[src/rtl/rs_pkg.sv]
// Shared Reed-Solomon GF(2^8) constants and helpers.
// Used by the encoder and the decoder blocks.
package rs_pkg;

  localparam int          SYM_W      = 8;
  localparam int          GF_N       = 255;
  localparam logic [8:0]  GF_POLY    = 9'h11D;
  localparam int          MAX_PARITY = 16;

  typedef logic [SYM_W-1:0] sym_t;
  typedef logic [MAX_PARITY-1:0][SYM_W-1:0] gen_t;

  typedef enum logic [1:0] {
    ST_IDLE,
    ST_DATA,
    ST_PARITY
  } enc_state_e;

  function automatic sym_t gf_mul(sym_t a, sym_t b);
    sym_t p;
    sym_t x;
    p = '0;
    x = a;
    for (int i = 0; i < SYM_W; i++) begin
      if (b[i]) p = p ^ x;
      x = {x[6:0], 1'b0} ^ (x[7] ? GF_POLY[7:0] : 8'h00);
    end
    return p;
  endfunction

  // g(x) = prod (x + alpha^i), i < n; index k holds coef of x^k
  function automatic gen_t gen_poly(int n);
    logic [MAX_PARITY:0][SYM_W-1:0] g;
    sym_t root;
    g    = '0;
    g[0] = 8'h01;
    root = 8'h01;
    for (int i = 0; i < MAX_PARITY; i++) begin
      if (i < n) begin
        for (int j = MAX_PARITY; j > 0; j--)
          g[j] = g[j-1] ^ gf_mul(g[j], root);
        g[0] = gf_mul(g[0], root);
        root = gf_mul(root, 8'h02);
      end
    end
    return g[MAX_PARITY-1:0];
  endfunction

  localparam gen_t GEN16 = gen_poly(16);

endpackage

[src/rtl/rs_encoder_lfsr_if.sv]
// Symbol stream bundle for the RS encoder.
// RS_ENC_SHORTENED_EN adds in_last.
interface rs_encoder_lfsr_if;
  import rs_pkg::*;

  logic in_valid;
  logic in_ready;
  sym_t in_data;
`ifdef RS_ENC_SHORTENED_EN
  logic in_last;
`endif
  logic out_valid;
  logic out_ready;
  sym_t out_data;
  logic out_parity;
  logic out_last;

  modport slave (
    input  in_valid, in_data, out_ready,
`ifdef RS_ENC_SHORTENED_EN
    input  in_last,
`endif
    output in_ready, out_valid, out_data,
    output out_parity, out_last
  );

  modport master (
    output in_valid, in_data, out_ready,
`ifdef RS_ENC_SHORTENED_EN
    output in_last,
`endif
    input  in_ready, out_valid, out_data,
    input  out_parity, out_last
  );

endinterface

[src/rtl/rs_encoder_lfsr_gf_mult.sv]
// Constant-coefficient GF(2^8) multiplier.
// Folds to a small XOR network per COEF.
module gf_mult_const
  import rs_pkg::*;
#(
  parameter logic [7:0] COEF = 8'h01
) (
  input  sym_t a_i,
  output sym_t p_o
);

  // product with the fixed coefficient
  always_comb p_o = gf_mul(a_i, COEF);

endmodule

[src/rtl/rs_encoder_lfsr.sv]
// Systematic RS(255-ish) LFSR encoder over GF(2^8).
// Optional macro RS_ENC_SHORTENED_EN: in_last ends a short message.
module rs_encoder_lfsr
  import rs_pkg::*;
#(
  parameter int MSG_LEN    = 239,
  parameter int NUM_PARITY = 16
) (
  input  logic                clock,
  input  logic                reset,
  rs_encoder_lfsr_if.slave    bus,
  output logic                busy
);

  localparam gen_t GEN =
    (NUM_PARITY == 16) ? GEN16 : gen_poly(NUM_PARITY);
  localparam int PW = $clog2(NUM_PARITY + 1);

  enc_state_e     state_q, state_d;
  sym_t           r_q [NUM_PARITY];
  sym_t           r_d [NUM_PARITY];
  sym_t           prod [NUM_PARITY];
  logic [8:0]     cnt_q, cnt_d;
  logic [PW-1:0]  pcnt_q, pcnt_d;
  logic           ov_q, ov_d;
  sym_t           od_q, od_d;
  logic           op_q, op_d;
  logic           ol_q, ol_d;

  sym_t fb;
  logic adv;
  logic accept;
  logic msg_end;

  assign adv          = !ov_q || bus.out_ready;
  assign bus.in_ready = (state_q != ST_PARITY) && adv;
  assign accept       = bus.in_valid && bus.in_ready;
  assign fb           = bus.in_data ^ r_q[NUM_PARITY-1];
`ifdef RS_ENC_SHORTENED_EN
  assign msg_end = accept &&
    (bus.in_last || cnt_q == 9'(MSG_LEN - 1));
`else
  assign msg_end = accept && (cnt_q == 9'(MSG_LEN - 1));
`endif

  assign bus.out_valid  = ov_q;
  assign bus.out_data   = od_q;
  assign bus.out_parity = op_q;
  assign bus.out_last   = ol_q;
  assign busy           = (state_q != ST_IDLE);

  for (genvar i = 0; i < NUM_PARITY; i++) begin : g_mul
    gf_mult_const #(.COEF(GEN[i])) u_mul (
      .a_i (fb),
      .p_o (prod[i])
    );
  end

  // next state: absorb message, then drain parity
  always_comb begin
    state_d = state_q;
    r_d     = r_q;
    cnt_d   = cnt_q;
    pcnt_d  = pcnt_q;
    ov_d    = ov_q;
    od_d    = od_q;
    op_d    = op_q;
    ol_d    = ol_q;
    unique case (state_q)
      ST_IDLE, ST_DATA: begin
        if (accept) begin
          r_d[0] = prod[0];
          for (int i = 1; i < NUM_PARITY; i++)
            r_d[i] = r_q[i-1] ^ prod[i];
          cnt_d   = cnt_q + 9'd1;
          ov_d    = 1'b1;
          od_d    = bus.in_data;
          op_d    = 1'b0;
          ol_d    = 1'b0;
          state_d = msg_end ? ST_PARITY : ST_DATA;
        end else if (adv) begin
          ov_d = 1'b0;
        end
      end
      ST_PARITY: begin
        if (adv) begin
          if (pcnt_q == PW'(NUM_PARITY)) begin
            for (int i = 0; i < NUM_PARITY; i++)
              r_d[i] = '0;
            ov_d    = 1'b0;
            op_d    = 1'b0;
            ol_d    = 1'b0;
            cnt_d   = '0;
            pcnt_d  = '0;
            state_d = ST_IDLE;
          end else begin
            ov_d   = 1'b1;
            od_d   = r_q[NUM_PARITY-1];
            op_d   = 1'b1;
            ol_d   = (pcnt_q == PW'(NUM_PARITY - 1));
            r_d[0] = '0;
            for (int i = 1; i < NUM_PARITY; i++)
              r_d[i] = r_q[i-1];
            pcnt_d = pcnt_q + PW'(1);
          end
        end
      end
      default: state_d = ST_IDLE;
    endcase
  end

  // state and datapath registers
  always_ff @(posedge clock) begin
    if (reset) begin
      state_q <= ST_IDLE;
      for (int i = 0; i < NUM_PARITY; i++)
        r_q[i] <= '0;
      cnt_q  <= '0;
      pcnt_q <= '0;
      ov_q   <= 1'b0;
      od_q   <= '0;
      op_q   <= 1'b0;
      ol_q   <= 1'b0;
    end else begin
      state_q <= state_d;
      r_q     <= r_d;
      cnt_q   <= cnt_d;
      pcnt_q  <= pcnt_d;
      ov_q    <= ov_d;
      od_q    <= od_d;
      op_q    <= op_d;
      ol_q    <= ol_d;
    end
  end

endmodule

[src/flat_wrapper.sv]
// flat-port wrapper written by rule: the top's interface ports become plain ports
module rs_encoder_lfsr_flat import rs_pkg::*;
#(
  parameter int MSG_LEN    = 239,
  parameter int NUM_PARITY = 16
)
  (clock, reset, busy, bus_in_valid, bus_in_data, bus_out_ready, bus_in_ready, bus_out_valid, bus_out_data, bus_out_parity, bus_out_last);
  rs_encoder_lfsr_if bus_i ();
  input  logic clock;
  input  logic reset;
  output logic busy;
  input wire logic [$bits(bus_i.in_valid)-1:0] bus_in_valid;
  input wire logic [$bits(bus_i.in_data)-1:0] bus_in_data;
  input wire logic [$bits(bus_i.out_ready)-1:0] bus_out_ready;
  output wire logic [$bits(bus_i.in_ready)-1:0] bus_in_ready;
  output wire logic [$bits(bus_i.out_valid)-1:0] bus_out_valid;
  output wire logic [$bits(bus_i.out_data)-1:0] bus_out_data;
  output wire logic [$bits(bus_i.out_parity)-1:0] bus_out_parity;
  output wire logic [$bits(bus_i.out_last)-1:0] bus_out_last;
  assign bus_i.in_valid = bus_in_valid;
  assign bus_i.in_data = bus_in_data;
  assign bus_i.out_ready = bus_out_ready;
  assign bus_in_ready = bus_i.in_ready;
  assign bus_out_valid = bus_i.out_valid;
  assign bus_out_data = bus_i.out_data;
  assign bus_out_parity = bus_i.out_parity;
  assign bus_out_last = bus_i.out_last;
  rs_encoder_lfsr #(.MSG_LEN(MSG_LEN), .NUM_PARITY(NUM_PARITY)) u_core (.clock(clock), .reset(reset), .bus(bus_i), .busy(busy));
endmodule
[config.mk]
export PLATFORM = sky130hd
export DESIGN_NAME = rs_encoder_lfsr_flat
export DESIGN_NICKNAME = d
export VERILOG_FILES = /design/src/rtl/rs_pkg.sv /design/src/rtl/rs_encoder_lfsr_if.sv /design/src/rtl/rs_encoder_lfsr_gf_mult.sv /design/src/rtl/rs_encoder_lfsr.sv /design/src/flat_wrapper.sv
export SDC_FILE = /design/constraint.sdc
export NUM_CORES = 1
export LEC_CHECK = 0
export ABC_AREA = 0
export BUFFER_PORTS_ARGS = -buffer_cell sky130_fd_sc_hd__clkbuf_2
export CORE_ASPECT_RATIO = 0.9
export CORE_MARGIN = 3
export CORE_UTILIZATION = 43
export DETAILED_ROUTE_END_ITERATION = 10
export SYNTH_ARGS = -nofsm -noshare
export SYNTH_HDL_FRONTEND = slang
export SYNTH_SLANG_ARGS = --single-unit
[constraint.sdc]
create_clock -name clock -period 3.8 [get_ports clock]
set_clock_uncertainty 0.2 [all_clocks]
set_input_delay 0.95 -clock clock [delete_from_list [all_inputs] [get_ports clock]]
set_output_delay 0.95 -clock clock [all_outputs]
set_load 0.05 [all_outputs]
==> reports/summary.txt, run 1 <==
Status -> finished clean
Max_cap viols -> 0
Reg-to-Reg Start -> u_core.r_q[3]
Reg clk slew, reported paths -> 0.07 ns
Post-CTS Hold Buffers -> 0
Reg2Reg Depth -> 6
Layout Cell Area excl Fill -> 9900 sq um
Area leader, netlist -> dfxtp_1
Routed vias/inst -> 5.64
Core Area -> 20,000 sq um
Vias in the first global route -> 6,691
Final WS setup -> 0.601 ns
Tcrit/Tclk final -> 0.842
Finish-stage setup viols -> 0
DRT iter0 DRCs -> 527
Core Util, Final -> 0.494
Tmin final -> 3.20 ns
Slew Limit Fails -> 0
Total gr overflow -> 0
Unrepaired setup endpoints after global routing -> no
P&R area growth vs syn -> 12.2%
Hold Path Cell Cnt -> 2
Max Freq -> 313 MHz
Antenna Nets Post-Route -> 0
Setup_tns -> 0 ns
CP max FO -> 48
Drt wl/cell -> 19.6 um
CP Class -> reg -> out
Min-delay worst type -> reg -> reg
Peak per-stage delay on the critical path -> 0.47 ns
Commonest non-fill, non-tap cells in the layout -> 155 x dfxtp_1, 121 x nor2_1, 104 x nand2_1, 104 x xnor2_1, 49 x xor2_1
Starting Density -> 0.440
Hold Fails Final Rpt -> 0
Syn_area_per_cell -> 8.91 sq um
CP bufs+invs -> 2
Most common cell after layout, fill and taps aside -> dfxtp_1
Pwr/cell area -> 1210 nW/um^2
Crit Reg-Reg Endpoint -> u_core.r_q[6]
DRT Wirelength -> 24,700 um
Total Die Area -> 22,300 sq um
Worst R2R Setup Slack -> 0.84 ns
Cell count after synthesis -> 991
CP endpoint kind -> output port
Ports -> 25
WP data arrival -> 2.05 ns
CP top delay family -> buffers and inverters
Post-CTS sizing -> 0
LEAKAGE -> 0.00412 uW
TritonCTS clock tree -> yes
H-tree depth -> 4
Ys Warns -> 0
First drt pass iteration count -> 5
Distinct cells, synth -> 47
Syn_nets -> 1,008
Dpl cell area -> 9280 sq um
Relative slew margins -> 0.318
DRC -> 0
Initial antenna violation count -> 0
Worst hold margin -> 0.268 ns
CTS Buf Count -> 17
Critical Path Source Type -> flop
Share of post-route cells with drive strength above 1 -> 0.125
Bufs on Longest Clock Path -> 2
Required @ worst endpoint -> 2.65 ns
Postcts setup bufs -> 0
Cell Area, Synth -> 8830 sq um
Post-Place Setup Slack -> 0.271 ns
Yosys reg bits -> 155
Min-delay src -> u_core.r_q[121]
Port bufs -> 24
Pin count of the biggest net entering global routing -> 70
Total GRT Usage -> 0.225
Root buffer cell -> clkbuf_16
Crit-path cells -> nor2b_4 -> buf_4 -> nor2_1 -> clkbuf_2
Filler Cells Inserted -> 1,863
Worst vdd ir -> 426 uV
# diodes -> 0
Worst slew pin tran -> 1.02 ns
Die H -> 142 um
Top cells by area, synth -> dfxtp_1 35%, xnor2_1 10%, xnor3_1 6.4%, nor2_1 5.2%, xor2_1 4.9%
Fraction of registers with async set/reset -> 0
Die X -> 157 um
Crit path depth -> 4
DP HPWL -> 16,300 um
Top FF cell, synth -> dfxtp_1
CTS Sinks -> 155
CP max-delay cell -> dfxtp_1
Placer Congestion -> 0.876
EDFF count, synth -> 0
First-pass GRT wire length -> 38,700 um
Worst-Skew Late Latency -> 0.44 ns
Top-area cell type share of the netlist area -> 0.352
Register area share after synthesis -> 0.352
Hold EP -> u_core.r_q[121]
Row count -> 49
Post-layout nets -> 1,011
Vias -> 7,120
-- how the worst max path moves through the flow --
stage / startpoint / endpoint / slack [ns]
detailed placement: bus_in_data[3] / u_core.r_q[6] / 0.27
CTS: u_core.state_q[1] / bus_in_ready / 0.58
floorplan: bus_in_data[7] / u_core.r_q[2] / 0.75
global route: u_core.state_q[1] / bus_in_ready / 0.47
global placement: bus_in_data[3] / u_core.r_q[6] / 0.26
finish: u_core.state_q[1] / bus_in_ready / 0.60
-- synth_stat cells (all sizes together) (2+ instances only) --
master and instances:
nor2b 4, inv 8, dfxtp 155, a22oi 29, o211ai 16, xor2 50, or4b 4, o31ai 2
nor2 123, nor4 3, xnor2 120, mux2 9, o2111a 4, xnor3 25, a311o 4, clkbuf 63
nor3 44, or2 3, o21a 15, nand2 104, and3 2, a211oi 14, ha 5, a311oi 20
or3 22, buf 12, o211a 9, a21oi 42, nand2b 3, mux2i 2, nand3 8, a221oi 2
o21ai 28, and2 3, a22o 30
-- per-layer routing --
metal  wire, um  vias to the layer above  GRT usage
met5          0                        -          0
met4        545                        0     0.0785
met3       1290                       41     0.0345
met2      10600                      207      0.327
met1      12300                     3417      0.338
li1           -                     3455          -
-- per-stage QoR --
stage | power [uW] | instances
after floorplan | 8360 | 991
after global placement | 10100 | 1230
after detailed placement | 10100 | 1230
after CTS | 12000 | 1262
after global routing | 12800 | 1262
final | 12000 | 1262
-- registers in the layout, summed over array words and instances, names as in the netlist --
register and count:
u_core.r_q 128, u_core.cnt_q 9, u_core.bus.out_data 8, u_core.pcnt_q 5, u_core.state_q 2, u_core.bus.out_last 1, u_core.bus.out_parity 1, u_core.bus.out_valid 1
-- worst reg2reg max path, cell delays in order, from the launching register on --
cell and delay, ns:
dfxtp_1 0.47, xor2_2 0.46, xnor3_1 0.69, xnor2_1 0.21, nor2_1 0.26, mux2_2 0.37
a211oi_1 0.23
-- where the power goes --
group          internal (uW)  switching (uW)  leakage, uW
Clock                   1080             722     0.000295
Combinational           3620            3980      0.00254
Sequential              2150             445      0.00128
Total                   6850            5150      0.00411
-- cell families (layout without fill, tap and decap cells) --
group | count (synthesis) | after routing | synth area share
AND/OR/NAND/NOR | 325 | 325 | 0.161
XOR/XNOR | 195 | 195 | 0.252
multiplexers | 11 | 11 | 0.0138
adder cells (fa/ha/maj) | 5 | 5 | 0.00709
flip-flops | 155 | 155 | 0.352
buffers and inverters | 83 | 99 | 0.0371
AO/OA/AOI/OAI | 217 | 217 | 0.178
-- final cells by class --
class	instances	area, sq um	share of cell area
well taps	255	319	0.0322
clock inverters	11	158	0.0159
flip-flops and latches	155	3100	0.313
clock buffers	21	460	0.0465
multi-input cells	753	5430	0.549
repair buffers	59	398	0.0402
inverters	8	30.0	0.00303
(Power assumes the default switching activity.)
==> run 2, diff against run 1 <==
- clock period: 3.8 -> 3 ns (I/O delays scaled with it)
==> reports/summary.txt, run 2 (synthesis results as in run 1) <==
Status -> finished clean
Min-delay worst type -> reg -> reg
Antenna Nets Post-Route -> 0 (unchanged)
Setup_tns -> 0 ns (unchanged)
TritonCTS clock tree -> yes
Vias in the first global route -> 6,792 (+1.5%)
Required @ worst endpoint -> 3.10 ns (+0.45 ns)
Critical Path Source Type -> flop
Filler Cells Inserted -> 1,888 (+1.3%)
Min-delay src -> u_core.r_q[49]
Core Area -> 20,000 sq um (unchanged)
DRC -> 0 (unchanged)
CTS Sinks -> 155 (unchanged)
Postcts setup bufs -> 0 (unchanged)
First drt pass iteration count -> 5 (unchanged)
Post-layout nets -> 1,049 (+3.8%)
Tcrit/Tclk final -> 0.872
CP bufs+invs -> 3 (+1)
Vias -> 7,213 (+1.3%)
Die X -> 157 um (unchanged)
Most common cell after layout, fill and taps aside -> dfxtp_1
Starting Density -> 0.440 (unchanged)
Logic pwr share -> 0.652 (+0.018)
DP HPWL -> 16,600 um (+2.2%)
Crit-path cells -> inv_1 -> ha_1 -> nor4bb_1 -> buf_4 -> nand2_1 -> buf_4 -> o211a_1 -> o21ai_0 -> a21oi_1
Total Die Area -> 22,300 sq um (unchanged)
P&R area growth vs syn -> 17.0%
Finish-stage setup viols -> 0 (unchanged)
Max Freq -> 382 MHz
CP Class -> reg -> reg
Tmin final -> 2.62 ns
Clk pwr share -> 0.141 (-0.009)
H-tree depth -> 4 (unchanged)
Max_cap viols -> 0 (unchanged)
Root buffer cell -> clkbuf_16
Total gr overflow -> 0 (unchanged)
CP max-delay cell -> o21ai_0
WP data arrival -> 2.71 ns (+0.66 ns)
Worst hold margin -> 0.268 ns (-0.000491 ns)
Crit Reg-Reg Endpoint -> u_core.r_q[109]
CP top delay family -> compound AO/OA/AOI/OAI gates
Hold Fails Final Rpt -> 0 (unchanged)
Placer Congestion -> 0.873 (-0.39%)
Peak per-stage delay on the critical path -> 0.39 ns (-0.08 ns)
Post-CTS Hold Buffers -> 0 (unchanged)
Reg clk slew, reported paths -> 0.06 ns (about the same)
Post-CTS sizing -> 0 (unchanged)
Row count -> 49 (unchanged)
Largest reg by FF count -> u_core.r_q
LEAKAGE -> 0.00435 uW (+5.7%)
Pwr/cell area -> 1540 nW/um^2 (+27%)
Port bufs -> 24 (unchanged)
Slew Limit Fails -> 0 (unchanged)
Relative slew margins -> 0.485 (+0.167)
Routed vias/inst -> 5.55 (-1.7%)
Die H -> 142 um (unchanged)
Initial antenna violation count -> 0 (unchanged)
First-pass GRT wire length -> 39,400 um (+1.7%)
Total GRT Usage -> 0.228 (+0.00386)
Critical Path Most Common Cell -> buf_4
Unrepaired setup endpoints after global routing -> no
Cell internal pwr -> 9280 uW (+36%)
Flop pwr share -> 0.207 (-0.009)
Pin count of the biggest net entering global routing -> 96 (+37%)
Reg2Reg Depth -> 9 (+3)
Psw -> 6610 uW (+28%)
Worst R2R Setup Slack -> 0.38 ns (-0.46 ns)
Worst slew pin tran -> 0.767 ns (-0.249 ns)
Worst-Skew Late Latency -> 0.44 ns (about the same)
DRT Wirelength -> 24,700 um (+0.14%)
# diodes -> 0 (unchanged)
CP max FO -> 10 (-79%)
Net Sw Frac -> 0.416 (-0.0134)
Ports -> 25 (unchanged)
CTS Buf Count -> 17 (unchanged)
Drt wl/cell -> 19.0 um (-2.8%)
CP endpoint kind -> flop
Hold EP -> u_core.r_q[49]
Bufs on Longest Clock Path -> 2 (unchanged)
Share of post-route cells with drive strength above 1 -> 0.159 (+0.0337)
Flip-flop count of the largest register after layout -> 128 (unchanged)
Reg-to-Reg Start -> u_core.pcnt_q[0]
Commonest non-fill, non-tap cells in the layout -> 155 x dfxtp_1, 121 x nor2_1, 104 x nand2_1, 104 x xnor2_1, 61 x buf_4
Worst vdd ir -> 683 uV (+60%)
Hold Path Cell Cnt -> 2 (unchanged)
DRT iter0 DRCs -> 487 (-7.6%)
-- run 2: power by group through the flow --
stage	clock, uW	combinational [uW]	sequential (uW)
6_report	2240	10400	3290
5_1_grt	2370	11200	3350
4_1_cts	2270	10300	3270
3_5_place_dp	0	10300	3310
3_3_place_gp	0	10200	3300
2_1_floorplan	0	7410	3180
-- run 2: per-layer routing --
metal	up-vias	wire [um]	track usage
li1	3535	-	-
met1	3470	12200	0.339
met2	169	10800	0.333
met3	39	1080	0.0409
met4	0	572	0.0790
met5	-	0	0
-- run 2: worst max path at each step --
| stage | start | endpoint | depth (start not counted) |
|---|---|---|---|
| after floorplan | bus_in_data[7] | u_core.r_q[2] | 6 |
| after global placement | bus_in_data[0] | u_core.r_q[5] | 8 |
| after detailed placement | bus_in_data[0] | u_core.r_q[5] | 8 |
| after CTS | u_core.pcnt_q[0] | u_core.r_q[109] | 9 |
| after global routing | u_core.state_q[1] | bus_in_ready | 3 |
| final | u_core.pcnt_q[0] | u_core.r_q[109] | 9 |
-- run 2: worst min-delay path: stages, from the launching register on --
cell	delay [ns]
dfxtp_1	0.32
nand2_1	0.05
a21oi_1	0.05
-- run 2: through the flow --
stage                util  area (sq um)  setup WS (ns)  power [uW]  cells
finish              0.515         10300          0.384       15900   1300
global route        0.515         10300          0.256       17000   1300
CTS                 0.515         10300          0.383       15900   1300
detailed placement  0.485          9720         0.0285       13600   1268
global placement    0.485          9720         0.0299       13500   1268
floorplan               -          8830          0.147       10600    991
-- run 2: cell type report --
type                            count  area (sq um)  share of cell area
Multi-Input combinational cell    753          5430               0.526
Timing Repair Buffer               97           833              0.0807
Clock buffer                       20           467              0.0452
Tap cell                          255           319              0.0309
Inverter                            8          30.0             0.00291
Sequential cell                   155          3100               0.301
Clock inverter                     12           138              0.0133
